--- src/rtl/rx_dma_sched.sv ---
// rx_dma_sched: round-robin frame scheduler from two RX queues into the bus-master FIFO, with per-port host rings.
// Define RX_DMA_DROP_COUNT_EN to build saturating per-port dropped-frame counters; otherwise they read zero.
module rx_dma_sched #(
  parameter int LEN_W = 12
) (
  input  logic        clk_125,
  input  logic        sys_rst,
  input  logic [1:0]  dma_enable,
  input  logic [19:0] dma_length,
  input  logic [29:0] dma1_addr_start,
  input  logic [29:0] dma2_addr_start,
  output logic [29:0] dma1_addr_cur,
  output logic [29:0] dma2_addr_cur,
  input  logic [17:0] phy1_dout,
  input  logic [17:0] phy2_dout,
  input  logic        phy1_empty,
  input  logic        phy2_empty,
  output logic        phy1_rd_en,
  output logic        phy2_rd_en,
  output logic [17:0] mst_din,
  output logic        mst_wr_en,
  input  logic        mst_full,
  output logic [1:0]  grant,
  output logic [15:0] drop1_cnt,
  output logic [15:0] drop2_cnt
);

  typedef enum logic [2:0] {
    S_IDLE, S_RDHDR, S_CALC, S_H0, S_H1, S_H2, S_DATA, S_DROP
  } state_t;

  localparam logic [LEN_W-1:0] ONE = LEN_W'(1);

  state_t           state_q, state_d;
  logic             sel_q, sel_d;      // frame owner: 0 = port1, 1 = port2
  logic             last_q, last_d;    // port served most recently
  logic [LEN_W-1:0] len_q, len_d;
  logic [LEN_W-1:0] need_q, need_d;
  logic [29:0]      addr_q, addr_d;
  logic [LEN_W-1:0] rd_left_q, rd_left_d;
  logic [LEN_W-1:0] wr_left_q, wr_left_d;
  logic             pend_q, pend_d;
  logic             buf_vld_q, buf_vld_d;
  logic [16:0]      buf_q, buf_d;
  logic [29:0]      cur1_q, cur1_d;
  logic [29:0]      cur2_q, cur2_d;

  logic             rd1, rd2, pop, wr;
  logic [17:0]      din;
  logic             cur_upd;
  logic [29:0]      cur_new;

  logic [17:0]      q_dout;
  logic             q_empty;
  logic [29:0]      start_sel, cur_sel;
  logic             en_sel;
  logic [LEN_W-1:0] need_c;
  logic [30:0]      end_w, sum_w, nxt_w;
  logic             hold_vld, can_wr;
  logic [16:0]      hold_w;

  assign q_dout    = sel_q ? phy2_dout : phy1_dout;
  assign q_empty   = sel_q ? phy2_empty : phy1_empty;
  assign start_sel = sel_q ? dma2_addr_start : dma1_addr_start;
  assign cur_sel   = sel_q ? cur2_q : cur1_q;
  assign en_sel    = sel_q ? dma_enable[1] : dma_enable[0];
  assign need_c    = LEN_W'(({1'b0, len_q} + {{LEN_W{1'b0}}, 1'b1}) >> 1);
  assign end_w     = {1'b0, start_sel} + {11'b0, dma_length};
  assign sum_w     = {1'b0, cur_sel} + 31'(need_c);
  assign nxt_w     = {1'b0, addr_q} + 31'(need_q);

  // Hold slot: a word is either parked in buf_q or on the queue output the cycle after a pop.
  assign hold_vld  = buf_vld_q | pend_q;
  assign hold_w    = buf_vld_q ? buf_q : q_dout[16:0];
  assign can_wr    = hold_vld & ~mst_full;

  always_comb begin
    state_d   = state_q;
    sel_d     = sel_q;
    last_d    = last_q;
    len_d     = len_q;
    need_d    = need_q;
    addr_d    = addr_q;
    rd_left_d = rd_left_q;
    wr_left_d = wr_left_q;
    pend_d    = 1'b0;
    buf_vld_d = buf_vld_q;
    buf_d     = buf_q;
    cur1_d    = cur1_q;
    cur2_d    = cur2_q;
    rd1       = 1'b0;
    rd2       = 1'b0;
    pop       = 1'b0;
    wr        = 1'b0;
    din       = '0;
    cur_upd   = 1'b0;
    cur_new   = '0;

    unique case (state_q)
      S_IDLE: begin
        if (!phy1_empty && (phy2_empty || last_q)) begin
          sel_d = 1'b0; last_d = 1'b0; rd1 = 1'b1; state_d = S_RDHDR;
        end else if (!phy2_empty) begin
          sel_d = 1'b1; last_d = 1'b1; rd2 = 1'b1; state_d = S_RDHDR;
        end
      end
      S_RDHDR: begin
        if (q_dout[17]) begin
          len_d   = q_dout[LEN_W-1:0];
          state_d = S_CALC;
        end else begin
          state_d = S_IDLE;
        end
      end
      S_CALC: begin
        need_d    = need_c;
        rd_left_d = len_q;
        wr_left_d = len_q;
        buf_vld_d = 1'b0;
        if (!en_sel || len_q == '0 || 20'(need_c) > dma_length) begin
          state_d = S_DROP;
        end else begin
          state_d = S_H0;
          if (sum_w > end_w) begin
            addr_d  = start_sel;
            cur_upd = 1'b1;
            cur_new = start_sel;
          end else begin
            addr_d  = cur_sel;
          end
        end
      end
      S_H0: begin
        if (!mst_full) begin
          wr = 1'b1; din = {2'b10, addr_q[29:14]}; state_d = S_H1;
        end
      end
      S_H1: begin
        if (!mst_full) begin
          wr = 1'b1; din = {2'b00, addr_q[13:0], 2'b00}; state_d = S_H2;
        end
      end
      S_H2: begin
        if (!mst_full) begin
          wr = 1'b1; din = {{(18-LEN_W){1'b0}}, len_q}; state_d = S_DATA;
        end
      end
      S_DATA: begin
        pop = ~q_empty & (rd_left_q != '0) & (~hold_vld | can_wr);
        if (pop) begin
          rd_left_d = rd_left_q - ONE;
          pend_d    = 1'b1;
        end
        if (can_wr) begin
          wr        = 1'b1;
          din       = {1'b0, hold_w};
          wr_left_d = wr_left_q - ONE;
          buf_vld_d = 1'b0;
          if (wr_left_q == ONE) begin
            state_d = S_IDLE;
            cur_upd = 1'b1;
            cur_new = (nxt_w == end_w) ? start_sel : nxt_w[29:0];
          end
        end else if (pend_q) begin
          buf_vld_d = 1'b1;
          buf_d     = q_dout[16:0];
        end
      end
      S_DROP: begin
        pop = ~q_empty & (rd_left_q != '0);
        if (pop) rd_left_d = rd_left_q - ONE;
        if (rd_left_q == '0 || (pop && rd_left_q == ONE)) state_d = S_IDLE;
      end
      default: state_d = S_IDLE;
    endcase

    if (cur_upd) begin
      if (sel_q) cur2_d = cur_new;
      else       cur1_d = cur_new;
    end
    // A disabled ring is parked at its base so re-enabling starts clean.
    if (!dma_enable[0]) cur1_d = dma1_addr_start;
    if (!dma_enable[1]) cur2_d = dma2_addr_start;
  end

  always_ff @(posedge clk_125) begin
    if (sys_rst) begin
      state_q   <= S_IDLE;
      sel_q     <= 1'b0;
      last_q    <= 1'b1;
      rd_left_q <= '0;
      wr_left_q <= '0;
      pend_q    <= 1'b0;
      buf_vld_q <= 1'b0;
      cur1_q    <= dma1_addr_start;
      cur2_q    <= dma2_addr_start;
    end else begin
      state_q   <= state_d;
      sel_q     <= sel_d;
      last_q    <= last_d;
      rd_left_q <= rd_left_d;
      wr_left_q <= wr_left_d;
      pend_q    <= pend_d;
      buf_vld_q <= buf_vld_d;
      cur1_q    <= cur1_d;
      cur2_q    <= cur2_d;
    end
  end

  always_ff @(posedge clk_125) begin
    len_q  <= len_d;
    need_q <= need_d;
    addr_q <= addr_d;
    buf_q  <= buf_d;
  end

  assign phy1_rd_en    = rd1 | (pop & ~sel_q);
  assign phy2_rd_en    = rd2 | (pop & sel_q);
  assign mst_wr_en     = wr;
  assign mst_din       = din;
  assign grant         = (state_q == S_IDLE) ? 2'b00 : (sel_q ? 2'b10 : 2'b01);
  assign dma1_addr_cur = cur1_q;
  assign dma2_addr_cur = cur2_q;

`ifdef RX_DMA_DROP_COUNT_EN
  logic [15:0] drop1_q, drop2_q;
  logic        drop_ent;

  assign drop_ent = (state_q == S_CALC) && (state_d == S_DROP);

  always_ff @(posedge clk_125) begin
    if (sys_rst) begin
      drop1_q <= '0;
      drop2_q <= '0;
    end else if (drop_ent) begin
      if (!sel_q && drop1_q != 16'hFFFF) drop1_q <= drop1_q + 16'd1;
      if (sel_q && drop2_q != 16'hFFFF)  drop2_q <= drop2_q + 16'd1;
    end
  end

  assign drop1_cnt = drop1_q;
  assign drop2_cnt = drop2_q;
`else
  assign drop1_cnt = 16'h0;
  assign drop2_cnt = 16'h0;
`endif

endmodule
--- config.mk ---
export PLATFORM = sky130hd
export DESIGN_NAME = rx_dma_sched
export DESIGN_NICKNAME = d
export VERILOG_FILES = /design/src/rtl/rx_dma_sched.sv
export SDC_FILE = /design/constraint.sdc
export NUM_CORES = 1
export LEC_CHECK = 0
export CAP_MARGIN = 20
export CORE_MARGIN = 2
export CORE_UTILIZATION = 50
export CTS_CLUSTER_SIZE = 20
export DETAILED_ROUTE_END_ITERATION = 10
export PLACE_DENSITY = 0.86
export RECOVER_POWER = 100
export SYNTH_ARGS = -nofsm -noshare
export SYNTH_HDL_FRONTEND = slang
export SYNTH_SLANG_ARGS = --single-unit
export TNS_END_PERCENT = 20
--- constraint.sdc ---
create_clock -name clk_125 -period 12.9 [get_ports clk_125]
set_input_delay 3.225 -clock clk_125 [delete_from_list [all_inputs] [get_ports clk_125]]
set_output_delay 3.225 -clock clk_125 [all_outputs]
set_load 0.005 [all_outputs]
==> results of run 1 <==
## power breakdown
group,switching [uW],internal (uW)
combinational,682,472
clock,236,273
sequential,87.2,645
total,1000,1390
## flip-flops by register name, summed over array words and instances (netlist names)
register       count
state_q            3
buf_q             17
dma2_addr_cur     30
rd_left_q         12
pend_q             1
len_q             12
sel_q              1
need_q            12
dma1_addr_cur     30
last_q             1
buf_vld_q          1
addr_q            30
wr_left_q         12
## worst max-delay path, stage by stage (launching register included)
cell      delay [ns]
dfxtp_1         1.86
clkbuf_1        2.10
mux2i_1         0.42
inv_1           0.20
ha_1            0.44
nand3_1         0.15
nor4_1          0.37
nand4_1         0.22
or2_0           0.29
a211oi_1        0.38
xnor2_1         0.17
ha_1            0.32
nand4_1         0.13
nor2_1          0.17
nand2_1         0.09
or3_1           0.41
or3_1           0.44
a21oi_1         0.24
o32ai_4         0.24
nor3_1          1.20
buf_4           0.52
a22oi_1         0.12
o221ai_1        0.12
## path summary, 6_finish.rpt
kind	start	endpoint	slack, ns	depth (start not counted)
max	sel_q$_SDFFE_PP0P_	dma2_addr_cur[16]$_DFFE_PP_	2.03	22
min	rd_left_q[4]$_SDFFE_PP0P_	rd_left_q[4]$_SDFFE_PP0P_	0.48	2
max reg2reg	sel_q$_SDFFE_PP0P_	dma2_addr_cur[16]$_DFFE_PP_	2.03	22
min reg2reg	rd_left_q[4]$_SDFFE_PP0P_	rd_left_q[4]$_SDFFE_PP0P_	0.48	2
## layout make-up
type                            count  area, um^2
Sequential cell                   162        4550
Multi-Input combinational cell   1313        9420
Clock inverter                     14         129
Tap cell                          390         488
Timing Repair Buffer              224        2180
Inverter                           74         278
Fill cell                        2517       11900
Clock buffer                       18         439
## cells in the final DEF, fill, tap and decap left out, types with 34 or more instances in the layout
cell	instances
a21oi_1	122
a22oi_1	72
clkdlybuf4s50_1	110
dlygate4sd3_1	95
edfxtp_1	131
ha_1	90
inv_1	74
mux2i_1	51
nand2_1	107
nor2_1	135
nor2b_1	34
nor3_1	34
o21ai_0	53
o221ai_1	60
xnor2_1	72
xor2_1	45
## metal layers
metal / vias to the layer above / track usage / share of wire
met4: 0 / 0.137 / 0.044
li1: 6480 / - / -
met5: - / 0 / 0
met1: 6880 / 0.427 / 0.39
met2: 1003 / 0.519 / 0.44
met3: 172 / 0.0900 / 0.12
## cells by family (layout without fill, tap and decap cells)
logic type	after synthesis	after routing
adder cells (fa/ha/maj)	94	94
XOR/XNOR	126	126
AND/OR/NAND/NOR	478	478
buffers and inverters	202	330
AO/OA/AOI/OAI	495	495
multiplexers	88	88
other	1	32
flip-flops	162	162
## through the flow
step	util	setup WS, ns	instance area [um^2]	power (uW)	hold slack, ns
3_3_place_gp	0.577	3.11	17000	1850	0.462
5_1_grt	0.595	1.74	17500	2510	0.493
3_5_place_dp	0.577	3.05	17000	1870	0.471
6_report	0.595	2.03	17500	2390	0.481
2_1_floorplan	-	3.71	15000	1500	0.449
4_1_cts	0.597	3.48	17500	2370	0.480
==> impl_metrics.json, run 1 <==
{
  "required_ns": 13.18,
  "ys_warn_count": 0,
  "syn_area_um2": 14800,
  "dp_hpwl_um": 39600,
  "finalCritPeriodShare": 0.842,
  "peakVddDrop_mv": 0.103,
  "maxSlewHeadroom": -0.869,
  "crit_type": "register to register",
  "cellPowerDensity_nw_per_um2": 137,
  "post_cts_resized": 0,
  "yosys-top-cells-count": "136 x nor2_1, 131 x edfxtp_1, 122 x a21oi_1, 107 x nand2_1, 90 x ha_1",
  "die_w_um": 176,
  "synth_area_per_cell_um2": 9.02,
  "grt_pass1_vias": 13800,
  "synth_compound_area_frac": 0.237,
  "grt_usage": 0.329,
  "drt_pass1_iterations": 6,
  "antenna_cells": 0,
  "synthAdderAreaFrac": 0.0807,
  "muxShareOfSynthArea": 0.0625,
  "tns_ns": 0,
  "worst_pin_slew_ns": 2.80,
  "ys_seq_elements": 162,
  "synth-simple-area-share": 0.164,
  "synth_edf_count": 131,
  "antenna_left": 0,
  "grt_overflow_total": 0,
  "die-area_um2": 31100,
  "synth_top_family_by_area": "compound AO/OA/AOI/OAI gates",
  "synthArstFlopShare": 0,
  "drv_slew": 112,
  "clk_pin_slew_ns": 0.08,
  "viasPerCell": 6.62,
  "drv_cap": 3,
  "clockBufferDepth": 2,
  "end_kind": "register",
  "hold_viol": 0,
  "finalNetCount": 2008,
  "drive_gt1_frac": 0.0537,
  "min_path_type": "register to register",
  "cts_tree": "done",
  "fp.coreArea_um2": 29400,
  "yosys.area_share.xor_xnor": 0.0831,
  "worst-endpoint-arrival_ns": 11.14,
  "antenna_found_initial": 0,
  "holdBufCountCts": 0,
  "area_growth_pct": 17.8,
  "wl_um": 52600,
  "cts_root_buf": "clkbuf_16",
  "synth_area_leaders": "edfxtp_1 27%, ha_1 7.6%, xnor2_1 4.2%",
  "synth.largest_area_cell": "edfxtp_1",
  "clk_latency_ns": 0.46,
  "drcViolationCount": 0,
  "num_vias": 14500,
  "fin_cells": 2195,
  "yosysTopAreaCellShare": 0.265,
  "start_util": 0.505,
  "ys_types": 90,
  "period_minus_slack_ns": 10.87,
  "io_buffers": 205,
  "wire_per_inst_um": 24.0,
  "max_freq_ghz": 0.0920,
  "clock_skew_ns": 0.0192,
  "die_h_um": 176,
  "cp_max_fo": 43,
  "violations": "capacitance limit, slew limit",
  "h-tree-depth": 4,
  "status": "finished with violations",
  "numClockSinks": 162,
  "io_pins": 238,
  "cts_made_buffers": 17,
  "place.gp.congestion": 1.02,
  "p_leak_uw": 0.00662,
  "synth_flop_cell": "edfxtp_1",
  "rsz0062_at_grt": "no",
  "rows": 63,
  "drtIter0Drc": 1822,
  "ys_seq_area_frac": 0.307,
  "setup_violations": 0,
  "grt_pass1_wl_um": 78100,
  "grt_max_degree": 52,
  "synth.most_common_cell": "nor2_1",
  "cts_setup_buffers": 0,
  "startpoint_type": "register",
  "dp_cells": 2163,
  "synthCells": 1646
}
Power figures use the tool's default switching activity.
==> run 2: changes to the inputs <==
--- a/config.mk
+++ b/config.mk
@@ -10,7 +10,7 @@
 export CORE_UTILIZATION = 50
 export CTS_CLUSTER_SIZE = 20
 export DETAILED_ROUTE_END_ITERATION = 10
-export PLACE_DENSITY = 0.86
+export PLACE_DENSITY = 0.89
 export RECOVER_POWER = 100
 export SYNTH_ARGS = -nofsm -noshare
 export SYNTH_HDL_FRONTEND = slang
==> constraint.sdc (replaced) <==
create_clock -name clk_125 -period 9.1 [get_ports clk_125]
set_input_delay 2.275 -clock clk_125 [delete_from_list [all_inputs] [get_ports clk_125]]
set_output_delay 2.275 -clock clk_125 [all_outputs]
set_load 0.005 [all_outputs]
==> impl_metrics.json, run 2 (same netlist as run 1, synthesis figures left out) <==
{
  "grt_max_degree": 55,
  "max_freq_ghz": 0.115,
  "peakVddDrop_mv": 0.141,
  "clock_skew_ns": 0.0194,
  "clk_pin_slew_ns": 0.07,
  "cts_root_buf": "clkbuf_16",
  "cts_setup_buffers": 0,
  "post_cts_resized": 0,
  "drv_cap": 3,
  "p_int_uw": 1970,
  "antenna_cells": 0,
  "num_vias": 14700,
  "start_util": 0.505,
  "antenna_left": 0,
  "drcViolationCount": 0,
  "rows": 63,
  "drtIter0Drc": 2109,
  "cp_max_fo": 54,
  "numClockSinks": 162,
  "power_frac_comb": 0.477,
  "min_path_type": "register to register",
  "period_minus_slack_ns": 8.70,
  "cts_made_buffers": 17,
  "fp.coreArea_um2": 29400,
  "wl_um": 53100,
  "dp_hpwl_um": 39800,
  "clockBufferDepth": 2,
  "p_leak_uw": 0.00666,
  "place.gp.congestion": 1.09,
  "h-tree-depth": 4,
  "crit_type": "input pin to register",
  "post-place-ws_ns": 0.321,
  "wire_per_inst_um": 24.2,
  "maxSlewHeadroom": -0.347,
  "violations": "capacitance limit, slew limit",
  "die-area_um2": 31100,
  "p_seq_frac": 0.303,
  "holdBufCountCts": 0,
  "layout_setup_ws_ns": 0.401,
  "die_h_um": 176,
  "die_w_um": 176,
  "antenna_found_initial": 0,
  "io_buffers": 205,
  "startpoint_type": "input pin",
  "p_sw_frac": 0.426,
  "hold_viol": 0,
  "finalNetCount": 2012,
  "status": "finished with violations",
  "tns_ns": 0,
  "worst-endpoint-arrival_ns": 8.86,
  "io_pins": 238,
  "area_growth_pct": 18.4,
  "grt_pass1_wl_um": 79100,
  "setup_violations": 0,
  "worst_pin_slew_ns": 2.02,
  "finalCritPeriodShare": 0.956,
  "grt_usage": 0.331,
  "viasPerCell": 6.67,
  "grt_pass1_vias": 14000,
  "p_switching_uw": 1460,
  "rsz0062_at_grt": "no",
  "cts_tree": "done",
  "cellPowerDensity_nw_per_um2": 196,
  "drv_slew": 101,
  "drt_pass1_iterations": 7,
  "clk_latency_ns": 0.44,
  "required_ns": 9.26,
  "end_kind": "register",
  "drive_gt1_frac": 0.0586,
  "p_clk_frac": 0.220,
  "final_common_cell": "nor2_1",
  "grt_overflow_total": 0,
  "layout_common_cells": "135 x nor2_1, 131 x edfxtp_1, 122 x a21oi_1"
}
==> run 2: changes by cell type in the layout (fill, tap and decap cells not counted), moves of 3 or more <==
cell / previous run / this run
inv_8: 0 / 5
buf_4: 15 / 11
clkdlybuf4s50_1: 110 / 106
clkinv_4: 4 / 0
dlygate4sd3_1: 95 / 99
buf_12: 0 / 3
clkbuf_2: 0 / 3
mux2_1: 21 / 18
mux2_2: 16 / 19
==> run 2: path summary, 6_finish.rpt <==
check        cells past startpoint                      start  slack (ns)                         to
max                             20         dma2_addr_start[1]        0.40        addr_q[7]$_DFFE_PP_
min                              2  rd_left_q[4]$_SDFFE_PP0P_        0.49  rd_left_q[4]$_SDFFE_PP0P_
max reg2reg                     19         sel_q$_SDFFE_PP0P_        0.92        addr_q[7]$_DFFE_PP_
min reg2reg                      2  rd_left_q[4]$_SDFFE_PP0P_        0.49  rd_left_q[4]$_SDFFE_PP0P_
==> run 2: critical path, cell delays in order <==
cell and delay (ns):
clkdlybuf4s50_1 0.44, mux2i_1 0.37, inv_1 0.17, ha_1 0.31, a211oi_1 0.47, o21ai_0 0.17
a21oi_1 0.61, o21bai_1 0.33, a21oi_1 0.24, xor2_1 0.36, ha_1 0.32, a21o_1 0.16
a21o_1 0.18, a21o_1 0.17, a21o_1 0.17, a21oi_1 0.17, nor2_1 0.08, o32ai_1 0.70
buf_4 0.70, mux2_1 0.45
==> run 2: power groups by stage <==
stage / Sequential, uW / Clock [uW] / Combinational, uW
after detailed placement: 1050 / 0 / 1600
after global placement: 1050 / 0 / 1560
after CTS: 1030 / 749 / 1610
final: 1040 / 755 / 1640
after global routing: 1050 / 777 / 1760
after floorplan: 973 / 0 / 1150
==> run 2: area by class of cell <==
type                            instances  area (um^2)
Multi-Input combinational cell       1313         9430
Clock buffer                           17          425
Inverter                               74          278
Clock inverter                         15          165
Tap cell                              390          488
Sequential cell                       162         4560
Fill cell                            2451        11800
Timing Repair Buffer                  228         2230
==> run 2: metal layers <==
metal | up-vias | routed length [um] | track usage
li1 | 6488 | - | -
met1 | 6875 | 20900 | 0.433
met2 | 1090 | 22800 | 0.505
met3 | 210 | 6560 | 0.0820
met4 | 0 | 2860 | 0.177
met5 | - | 0 | 0
==> run 2: metrics by stage <==
stage,hold slack [ns],std cells,utilization,total power (uW),instance area (um^2)
finish,0.488,2199,0.598,3440,17600
global route,0.526,2199,0.598,3590,17600
CTS,0.482,2199,0.600,3400,17600
detailed placement,0.471,2167,0.580,2650,17100
global placement,0.465,2167,0.580,2610,17100
floorplan,0.449,1677,-,2130,15000
==> patch: new RTL, config.mk and constraints of run 1 <==
Re-encode `state_t` (8 states) as Gray code, 3 bits wide.
--- a/src/rtl/rx_dma_sched.sv
+++ b/src/rtl/rx_dma_sched.sv
@@ -27,5 +27,5 @@
 
   typedef enum logic [2:0] {
-    S_IDLE, S_RDHDR, S_CALC, S_H0, S_H1, S_H2, S_DATA, S_DROP
+    S_IDLE = 3'b000, S_RDHDR = 3'b001, S_CALC = 3'b011, S_H0 = 3'b010, S_H1 = 3'b110, S_H2 = 3'b111, S_DATA = 3'b101, S_DROP = 3'b100
   } state_t;
 
Function: same outputs for any inputs over 4 cycles, from zero or initial values and one cycle with sys_rst high; so few cycles prove little.
==> patch against run 1 <==
The run still ends with max-capacitance violations, max-slew violations left; register-to-register slack improved by 0.78 ns; worst setup slack improved by 0.36 ns; area after synthesis fell by 0.48%; synthesized cell count fell by 2.2%; sequential power fell by 2%; non-clock buffer count fell by 7; sequential cell count did not move; final area fell by 0.10%; total power rose by 4.3%; routed wire length fell by 5.7%; worst hold slack improved by 0.013 ns; critical path depth fell by 15; global-route usage fell by 1.5 points; count of clock-buffer cells in the layout rose by 1.
==> patch: results <==
export IMPL_status="complete, but fails checks"
export IMPL_grtUsageTotal_pct=31.36
export IMPL_wl_met1_mm=19.49
export IMPL_intPower_w=0.001458
export IMPL_slew_violations=104
export IMPL_cp_top_family="buffers and inverters"
export IMPL_path_max_fanout=58
export IMPL_grt_pass1_wl_mm=74.74
export IMPL_synth_seq_area_share_pct=30.84
export IMPL_yosys_cell_types_count=107
export IMPL_synth_xor_area_share_pct=9.226
export IMPL_vias=13999
export IMPL_post_route_util_pct=60.54
export IMPL_hold_end="wr_left_q[10]"
export IMPL_antenna_found_initial=1
export IMPL_synth_compound_area_share_pct=20.79
export IMPL_violations="max-capacitance violations, max-slew violations"
export IMPL_drt_pass1_iterations=7
export IMPL_final_cells=2168
export IMPL_wl_met3_mm=4.871
export IMPL_p_clk_w=0.000534
export IMPL_reg2reg_to="dma1_addr_cur[15]"
export IMPL_leakage_nw=6.694
export IMPL_layout_drive_gt1_share_pct=6.113
export IMPL_clock_skew_ns=0.01822
export IMPL_drv_cap=3
export IMPL_grt_max_degree=59
export IMPL_r2r_slack_ns=2.81
export IMPL_wl_met2_mm=23.41
export IMPL_cpPeakStageDelay_ns=2.64
## patch: metal layers
layer  GRT usage, %  vias up
met3          5.065      141
met4          12.05        0
met1          40.93     6661
met5              0        -
li1               -     6302
met2          52.26      895
## patch: area by class of cell
| class | instances | share of cell area [%] |
|---|---|---|
| tap | 384 | 2.750 |
| clock buffer | 19 | 2.535 |
| inverter | 78 | 1.676 |
| antenna | 1 | 0.01432 |
| clock inverter | 13 | 0.8666 |
| sequential | 162 | 26.09 |
| timing repair buffer | 217 | 12.38 |
| multi-input combinational | 1294 | 53.68 |
## patch: worst max-delay path by stage
stage	slack (ns)	endpoint	cells past startpoint
3_3_place_gp	3.78	dma2_addr_cur[8]	24
4_1_cts	3.94	dma1_addr_cur[20]	24
5_1_grt	2.14	phy2_rd_en	7
6_report	2.39	phy2_rd_en	7
3_5_place_dp	3.49	dma1_addr_cur[15]	24
2_1_floorplan	3.48	dma1_addr_cur[0]	24
